### src/rtl/rv32_pkg.sv
// Shared decode types for the RV32I(+M) decode stage: opcode map, ALU codes,
// write-back / branch enums and the decoded payload carried through the FIFO.
package rv32_pkg;

  localparam logic [4:0] OPC_LOAD     = 5'b00000;
  localparam logic [4:0] OPC_MISC_MEM = 5'b00011;
  localparam logic [4:0] OPC_OP_IMM   = 5'b00100;
  localparam logic [4:0] OPC_AUIPC    = 5'b00101;
  localparam logic [4:0] OPC_STORE    = 5'b01000;
  localparam logic [4:0] OPC_OP       = 5'b01100;
  localparam logic [4:0] OPC_LUI      = 5'b01101;
  localparam logic [4:0] OPC_BRANCH   = 5'b11000;
  localparam logic [4:0] OPC_JALR     = 5'b11001;
  localparam logic [4:0] OPC_JAL      = 5'b11011;
  localparam logic [4:0] OPC_SYSTEM   = 5'b11100;

  // alu_func = {m_ext, b30, funct3}
  localparam logic [4:0] ALU_OP_ADD = 5'b0_0000;
  localparam logic [4:0] ALU_OP_SUB = 5'b0_1000;
  localparam logic [4:0] ALU_OP_SRA = 5'b0_1101;
  localparam logic [4:0] ALU_OP_MUL = 5'b1_0000;

  typedef enum logic [1:0] {
    WB_ALU = 2'd0,
    WB_PC4 = 2'd1,
    WB_LSU = 2'd2
  } wb_source_t;

  typedef enum logic [2:0] {
    BR_NOP = 3'd0,
    BR_EQ  = 3'd1,
    BR_NE  = 3'd2,
    BR_GE  = 3'd4,
    BR_LT  = 3'd5
  } br_condition_t;

  typedef struct packed {
    logic [4:0]    rd;
    logic [4:0]    rs1;
    logic [4:0]    rs2;
    logic [31:0]   imm;
    logic [4:0]    alu_func;
    logic          op0_use_pc;
    logic          op0_zero;
    logic          op1_use_imm;
    logic          rf_we;
    logic [3:0]    ram_req;
    logic          ram_wr;
    wb_source_t    wb_source;
    br_condition_t br_cond;
    logic          br_unsigned;
    logic          br_is_cond;
    logic          br_jmp;
    logic          illegal;
  } rv32_dec_t;

endpackage

### src/rtl/rv32_mod_decode_comb.sv
// Combinational opcode-driven RV32I(+M) decoder: raw instruction -> rv32_dec_t.
// Illegal encodings collapse to an all-zero payload with only the illegal flag set.
module rv32_mod_decode_comb
  import rv32_pkg::*;
#(
  parameter bit HAS_M = 1'b1,
  parameter int PC_W  = 32
) (
  input  logic [31:0]     i_instr,
  input  logic [PC_W-1:0] i_pc,
  output rv32_dec_t       o_dec,
  output logic [PC_W-1:0] o_pc
);

  logic [4:0]  w_opc;
  logic [2:0]  w_f3;
  logic [6:0]  w_f7;
  logic [31:0] w_imm_i, w_imm_s, w_imm_b, w_imm_u, w_imm_j;
  rv32_dec_t   w_dec;
  logic        w_ill;

  assign w_opc   = i_instr[6:2];
  assign w_f3    = i_instr[14:12];
  assign w_f7    = i_instr[31:25];
  assign w_imm_i = {{20{i_instr[31]}}, i_instr[31:20]};
  assign w_imm_s = {{20{i_instr[31]}}, i_instr[31:25], i_instr[11:7]};
  assign w_imm_b = {{19{i_instr[31]}}, i_instr[31], i_instr[7], i_instr[30:25], i_instr[11:8], 1'b0};
  assign w_imm_u = {i_instr[31:12], 12'b0};
  assign w_imm_j = {{11{i_instr[31]}}, i_instr[31], i_instr[19:12], i_instr[20], i_instr[30:21], 1'b0};

  always_comb begin
    w_dec = '0;
    w_ill = 1'b0;
    if (i_instr[1:0] != 2'b11) begin
      w_ill = 1'b1;
    end else begin
      case (w_opc)
        OPC_OP: begin
          w_dec.rd    = i_instr[11:7];
          w_dec.rs1   = i_instr[19:15];
          w_dec.rs2   = i_instr[24:20];
          w_dec.rf_we = 1'b1;
          if (w_f7 == 7'b000_0000 || w_f7 == 7'b010_0000) w_dec.alu_func = {1'b0, i_instr[30], w_f3};
          else if (w_f7 == 7'b000_0001 && HAS_M)           w_dec.alu_func = {2'b10, w_f3};
          else                                              w_ill = 1'b1;
        end
        OPC_OP_IMM: begin
          w_dec.rd          = i_instr[11:7];
          w_dec.rs1         = i_instr[19:15];
          w_dec.imm         = w_imm_i;
          w_dec.op1_use_imm = 1'b1;
          w_dec.rf_we       = 1'b1;
          // b30 only distinguishes SRAI from SRLI; elsewhere it is immediate data
          w_dec.alu_func    = {1'b0, i_instr[30] && (w_f3 == 3'b101), w_f3};
        end
        OPC_LOAD: begin
          w_dec.rd          = i_instr[11:7];
          w_dec.rs1         = i_instr[19:15];
          w_dec.imm         = w_imm_i;
          w_dec.op1_use_imm = 1'b1;
          w_dec.rf_we       = 1'b1;
          w_dec.ram_req     = {1'b1, w_f3};
          w_dec.wb_source   = WB_LSU;
          if (w_f3 == 3'b011 || w_f3 == 3'b110 || w_f3 == 3'b111) w_ill = 1'b1;
        end
        OPC_STORE: begin
          w_dec.rs1         = i_instr[19:15];
          w_dec.rs2         = i_instr[24:20];
          w_dec.imm         = w_imm_s;
          w_dec.op1_use_imm = 1'b1;
          w_dec.ram_req     = {1'b1, w_f3};
          w_dec.ram_wr      = 1'b1;
          if (w_f3 > 3'b010) w_ill = 1'b1;
        end
        OPC_BRANCH: begin
          w_dec.rs1         = i_instr[19:15];
          w_dec.rs2         = i_instr[24:20];
          w_dec.imm         = w_imm_b;
          w_dec.op0_use_pc  = 1'b1;
          w_dec.op1_use_imm = 1'b1;
          w_dec.br_is_cond  = 1'b1;
          w_dec.br_unsigned = w_f3[2] & w_f3[1];
          case (w_f3)
            3'b000:         w_dec.br_cond = BR_EQ;
            3'b001:         w_dec.br_cond = BR_NE;
            3'b100, 3'b110: w_dec.br_cond = BR_LT;
            3'b101, 3'b111: w_dec.br_cond = BR_GE;
            default:        w_ill = 1'b1;
          endcase
        end
        OPC_JAL: begin
          w_dec.rd          = i_instr[11:7];
          w_dec.imm         = w_imm_j;
          w_dec.op0_use_pc  = 1'b1;
          w_dec.op1_use_imm = 1'b1;
          w_dec.rf_we       = 1'b1;
          w_dec.wb_source   = WB_PC4;
          w_dec.br_jmp      = 1'b1;
        end
        OPC_JALR: begin
          w_dec.rd          = i_instr[11:7];
          w_dec.rs1         = i_instr[19:15];
          w_dec.imm         = w_imm_i;
          w_dec.op1_use_imm = 1'b1;
          w_dec.rf_we       = 1'b1;
          w_dec.wb_source   = WB_PC4;
          w_dec.br_jmp      = 1'b1;
          if (w_f3 != 3'b000) w_ill = 1'b1;
        end
        OPC_LUI, OPC_AUIPC: begin
          w_dec.rd          = i_instr[11:7];
          w_dec.imm         = w_imm_u;
          w_dec.op0_zero    = (w_opc == OPC_LUI);
          w_dec.op0_use_pc  = (w_opc == OPC_AUIPC);
          w_dec.op1_use_imm = 1'b1;
          w_dec.rf_we       = 1'b1;
        end
        OPC_MISC_MEM, OPC_SYSTEM: begin
          // fences and system calls retire as side-effect-free NOPs
        end
        default: w_ill = 1'b1;
      endcase
    end
    if (w_dec.rd == 5'd0) w_dec.rf_we = 1'b0;
    if (w_ill) begin
      w_dec         = '0;
      w_dec.illegal = 1'b1;
    end
  end

  assign o_dec = w_dec;
  assign o_pc  = i_pc;

endmodule

### src/rtl/rv32_mod_decode_stage.sv
// Registered decode stage: decodes the fetched instruction and buffers the result
// in a DEPTH-entry FIFO; no combinational path from the fetch side to the execute side.
module rv32_mod_decode_stage
  import rv32_pkg::*;
#(
  parameter int DEPTH = 2,
  parameter bit HAS_M = 1'b1,
  parameter int PC_W  = 32
) (
  input  logic            clk,
  input  logic            rstn,
  input  logic            flush_i,
  input  logic            in_valid,
  output logic            in_ready,
  input  logic [31:0]     in_instr,
  input  logic [PC_W-1:0] in_pc,
  output logic            out_valid,
  input  logic            out_ready,
  output logic [PC_W-1:0] out_pc,
  output logic [4:0]      out_rd,
  output logic [4:0]      out_rs1,
  output logic [4:0]      out_rs2,
  output logic [31:0]     out_imm,
  output logic [4:0]      out_alu_func,
  output logic            out_alu_op0_use_pc,
  output logic            out_alu_op0_zero,
  output logic            out_alu_op1_use_imm,
  output logic            out_rf_write0_enable,
  output logic [3:0]      out_ram_req,
  output logic            out_ram_wr,
  output logic [1:0]      out_wb_source,
  output logic [2:0]      out_br_cond,
  output logic            out_br_unsigned,
  output logic            out_br_is_cond,
  output logic            out_br_jmp,
  output logic            out_illegal
);

  localparam int              PTR_W = (DEPTH > 1) ? $clog2(DEPTH) : 1;
  localparam int              CNT_W = $clog2(DEPTH + 1);
  localparam logic [PTR_W-1:0] LAST  = PTR_W'(DEPTH - 1);
  localparam logic [CNT_W-1:0] FULL  = CNT_W'(DEPTH);

  rv32_dec_t        w_dec, w_head;
  logic [PC_W-1:0]  w_pc, w_head_pc;
  logic             w_push, w_pop;

  rv32_dec_t        r_mem    [DEPTH];
  logic [PC_W-1:0]  r_pc_mem [DEPTH];
  logic [PTR_W-1:0] r_wr_ptr, r_rd_ptr;
  logic [CNT_W-1:0] r_count;

  rv32_mod_decode_comb #(.HAS_M(HAS_M), .PC_W(PC_W)) u_decode (
    .i_instr (in_instr),
    .i_pc    (in_pc),
    .o_dec   (w_dec),
    .o_pc    (w_pc)
  );

  // Handshake: a beat transfers on an edge where valid && ready; valid never
  // depends on ready, and the head payload is held until it is accepted.
  // Flush blocks both transfers in its cycle.
  assign in_ready  = (r_count != FULL) && !flush_i;
  assign out_valid = (r_count != '0);
  assign w_push    = in_valid && in_ready;
  assign w_pop     = out_valid && out_ready && !flush_i;

  always_ff @(posedge clk or negedge rstn) begin
    if (!rstn) begin
      r_wr_ptr <= '0;
      r_rd_ptr <= '0;
      r_count  <= '0;
    end else if (flush_i) begin
      r_wr_ptr <= '0;
      r_rd_ptr <= '0;
      r_count  <= '0;
    end else begin
      if (w_push) r_wr_ptr <= (r_wr_ptr == LAST) ? '0 : r_wr_ptr + 1'b1;
      if (w_pop)  r_rd_ptr <= (r_rd_ptr == LAST) ? '0 : r_rd_ptr + 1'b1;
      case ({w_push, w_pop})
        2'b10:   r_count <= r_count + 1'b1;
        2'b01:   r_count <= r_count - 1'b1;
        default: r_count <= r_count;
      endcase
    end
  end

  always_ff @(posedge clk) begin
    if (w_push) begin
      r_mem[r_wr_ptr]    <= w_dec;
      r_pc_mem[r_wr_ptr] <= w_pc;
    end
  end

  // Storage is not reset; masking with out_valid keeps the payload zero when empty.
  assign w_head    = out_valid ? r_mem[r_rd_ptr]    : '0;
  assign w_head_pc = out_valid ? r_pc_mem[r_rd_ptr] : '0;

  assign out_pc               = w_head_pc;
  assign out_rd               = w_head.rd;
  assign out_rs1              = w_head.rs1;
  assign out_rs2              = w_head.rs2;
  assign out_imm              = w_head.imm;
  assign out_alu_func         = w_head.alu_func;
  assign out_alu_op0_use_pc   = w_head.op0_use_pc;
  assign out_alu_op0_zero     = w_head.op0_zero;
  assign out_alu_op1_use_imm  = w_head.op1_use_imm;
  assign out_rf_write0_enable = w_head.rf_we;
  assign out_ram_req          = w_head.ram_req;
  assign out_ram_wr           = w_head.ram_wr;
  assign out_wb_source        = w_head.wb_source;
  assign out_br_cond          = w_head.br_cond;
  assign out_br_unsigned      = w_head.br_unsigned;
  assign out_br_is_cond       = w_head.br_is_cond;
  assign out_br_jmp           = w_head.br_jmp;
  assign out_illegal          = w_head.illegal;

endmodule
### config.mk
export PLATFORM = sky130hd
export DESIGN_NAME = rv32_mod_decode_stage
export DESIGN_NICKNAME = d
export VERILOG_FILES = /design/src/rtl/rv32_pkg.sv /design/src/rtl/rv32_mod_decode_comb.sv /design/src/rtl/rv32_mod_decode_stage.sv
export SDC_FILE = /design/constraint.sdc
export NUM_CORES = 1
export LEC_CHECK = 0
export CORE_AREA = 2 2 180 182
export DETAILED_ROUTE_END_ITERATION = 7
export DIE_AREA = 0 0 182 184
export GPL_ROUTABILITY_DRIVEN = 0
export GPL_TIMING_DRIVEN = 0
export SYNTH_ARGS = -nofsm -noshare
export SYNTH_HDL_FRONTEND = slang
export SYNTH_HIERARCHICAL = 1
export SYNTH_SLANG_ARGS = --single-unit
### constraint.sdc
create_clock -name clk -period 22.1 [get_ports clk]
set_input_delay 3.315 -clock clk [delete_from_list [all_inputs] [get_ports clk]]
set_output_delay 3.315 -clock clk [all_outputs]
set_load 0.05 [all_outputs]
==> results.toml <==
[outcome]
status = "complete, no violations"

[timing]
holdWs_ps = 595.5
slew_headroom = 0.5910
worst_pin_slew_ps = 611.6
rsz0062_at_grt = "no"
fin_crit_ps = 8158
fmax_mhz = 122.6
tns_ps = 0
setup_viol = 0
timing_hold_violations_final = 0
min_period_over_period = 0.3692
fin_ws_ps = 13940
fin_skew_ps = 13.92
final_max_slew_viol_count = 0

[setup_path]
worstPathMaxFanout = 6
crit_family = "buffers and inverters"
critPathKind = "input port to output port"
critPathSlowestCell = "clkdlybuf4s50_1"
crit_path_end_kind = "output port"
cp_data_arrival_time_ps = 4840
start_kind = "input port"
crit_required_ps = 18780
critical_path.most_common_cell = "clkdlybuf4s50_1"
critPathBufInv = 2
cp_slowest_stage_delay_ps = 820
worstPathCellList = "clkdlybuf4s50_1, nor2_1, clkdlybuf4s50_1"

[synthesis]
syn-num-nets = 772
yosysTopAreaCell = "edfxtp_1"
synth_top_area_frac = 0.6538
synth_edf_count = 204
synth-seq-cells = 208
async_flop_share = 0.01923
ys_warn_count = 6
synth.yosys.seq_area_share = 0.6644
synth_common_cells = "edfxtp_1, nor2_1, mux2i_1"
ys.flop_type = "edfxtp_1"
syn_area_sq_um = 9370
synth_area_leaders = "edfxtp_1, mux2i_1, nor2_1, buf_4, nand2_1"
ys_types = 56
syn_inst = 703
yosysMostFrequentCell = "edfxtp_1"
synth_area_per_cell_sq_um = 13.33

[global_route]
grt_pass1_wl_um = 35360
antenna_found_initial = 0
overflow = 0
grt_pass1_vias = 6028
grt_usage = 0.1386
grt_max_degree = 40

[route]
drt_wl_total_um = 23770
num_vias = 6035
dr.pass1.iters = 5
ant_nets = 0
avgRoutedWirePerCell_um = 18.22
drcViolationCount = 0
viasPerCell = 4.625
initialDrtViolationCount = 408

[floorplanning]
num_rows = 65
die_h_um = 184
pin_count = 173
die_x_um = 182
core_area_sq_um = 31390
start_util = 0.2985
die_area_sq_um = 33490

[cells_and_area]
areaGrowthSynthToFinish_pct = 29.80
final_nets = 954
diodes = 0
layout-drive-gt1-share = 0.1595
final_area_sq_um = 12160

[cts]
cts_made_buffers = 25
cts_root_buf = "clkbuf_16"
post_cts_buffers = 0
cts_buffer_depth = 3
hold_buffers = 0
cts_num_sinks = 208
clk-insertion-delay-late_ps = 520
clk_pin_slew_ps = 60
post_cts_resized = 0
cts_tree = "built"
htree_levels = 1

[power_and_ir_drop]
vdd_drop_max_mv = 0.05163
fin_total_pwr_mw = 0.9851
powerDensity_nw_per_um2 = 80.99
p_leak_nw = 3.931

[placement]
io_buffers = 138
dpl_cell_area_sq_um = 11420
dp.final_hpwl_um = 17340
preCtsSetupSlack_ps = 13930

[run]
maxCapViolCount = 0

[min_path]
hold_path.class = "register to register"
-- state kept, by name, summed over array words and instances (netlist names) --
signal,cells
r_rd_ptr,1
r_count,2
r_wr_ptr,1
r_mem,140
r_pc_mem,64
-- power breakdown --
group          switching, mW  total, mW  internal (mW)
Clock                  0.155      0.374          0.219
Combinational          0.107      0.163         0.0566
Sequential           0.00306      0.448          0.445
Total                  0.264      0.985          0.721
-- through the flow --
step / instances / utilization
after floorplan: 703 / -
after global placement: 1243 / 0.3585
after detailed placement: 1260 / 0.3637
after CTS: 1305 / 0.3874
after global routing: 1305 / 0.3874
final: 1305 / 0.3874
-- layer usage --
| layer | wire (um) | vias up | share of wire | track usage |
|---|---|---|---|---|
| met5 | 0 | - | 0 | 0 |
| met4 | 446 | 0 | 0.019 | 0.03258 |
| met3 | 1460 | 29 | 0.061 | 0.03209 |
| met2 | 11550 | 188 | 0.49 | 0.2377 |
| met1 | 10310 | 2933 | 0.43 | 0.1780 |
| li1 | - | 2885 | - | - |
-- worst min-delay path: cells and delay by family, from the launching register on --
family         cells  cell delay (ps)
AO/OA/AOI/OAI      2              150
flip-flops         1              400
-- cells in the final DEF (no fill, tap or decap), types with 2 or more instances in the layout --
cell,instances
clkdlybuf4s50_1,138
nand2_1,49
buf_12,2
nor2b_1,3
mux2i_1,103
inv_6,2
o21ai_0,9
edfxtp_1,204
buf_2,17
clkinv_2,7
o21ai_2,2
a21oi_1,28
clkinv_1,4
nor4_2,2
a22oi_1,6
inv_1,11
nor3b_1,2
a31oi_1,2
nor3_2,10
nand3b_1,3
nor4_1,6
nand2b_1,3
nor3_1,8
buf_4,59
nand3_1,4
nand4b_1,2
and2_1,4
nor2_1,130
nor3b_2,5
dfrtp_1,4
clkbuf_16,25
clkbuf_1,17
buf_6,2
-- final timing paths --
path	start	slack [ps]	to	cells after the start
min in group asynchronous	rstn	3010	r_count[0]	1
setup / recovery	flush_i	13940	in_ready	3
setup reg to reg	r_count[1]	19690	r_mem[0][51]	7
hold reg to reg	r_wr_ptr	600	r_wr_ptr	2
hold / removal	r_wr_ptr	600	r_wr_ptr	2
max in group asynchronous	rstn	18910	r_count[1]	1
-- cell type report --
cell class	instances	area, sq um
well taps	402	503.0
fillers	3051	19230
multi-input cells	408	2626
inverters	12	45.04
repair buffers	155	1534
flip-flops and latches	208	6226
plain buffers	75	483.0
clock buffers	31	648.1
clock inverters	14	97.59
-- cells by family after synthesis --
| group | synth area share |
|---|---|
| xor+xnor | 0.0009349 |
| flops | 0.6644 |
| mux | 0.1100 |
| buf+inv | 0.05635 |
| compound gates | 0.03766 |
| simple gates | 0.1306 |
Note: power is estimated with default switching activity, not from simulation.
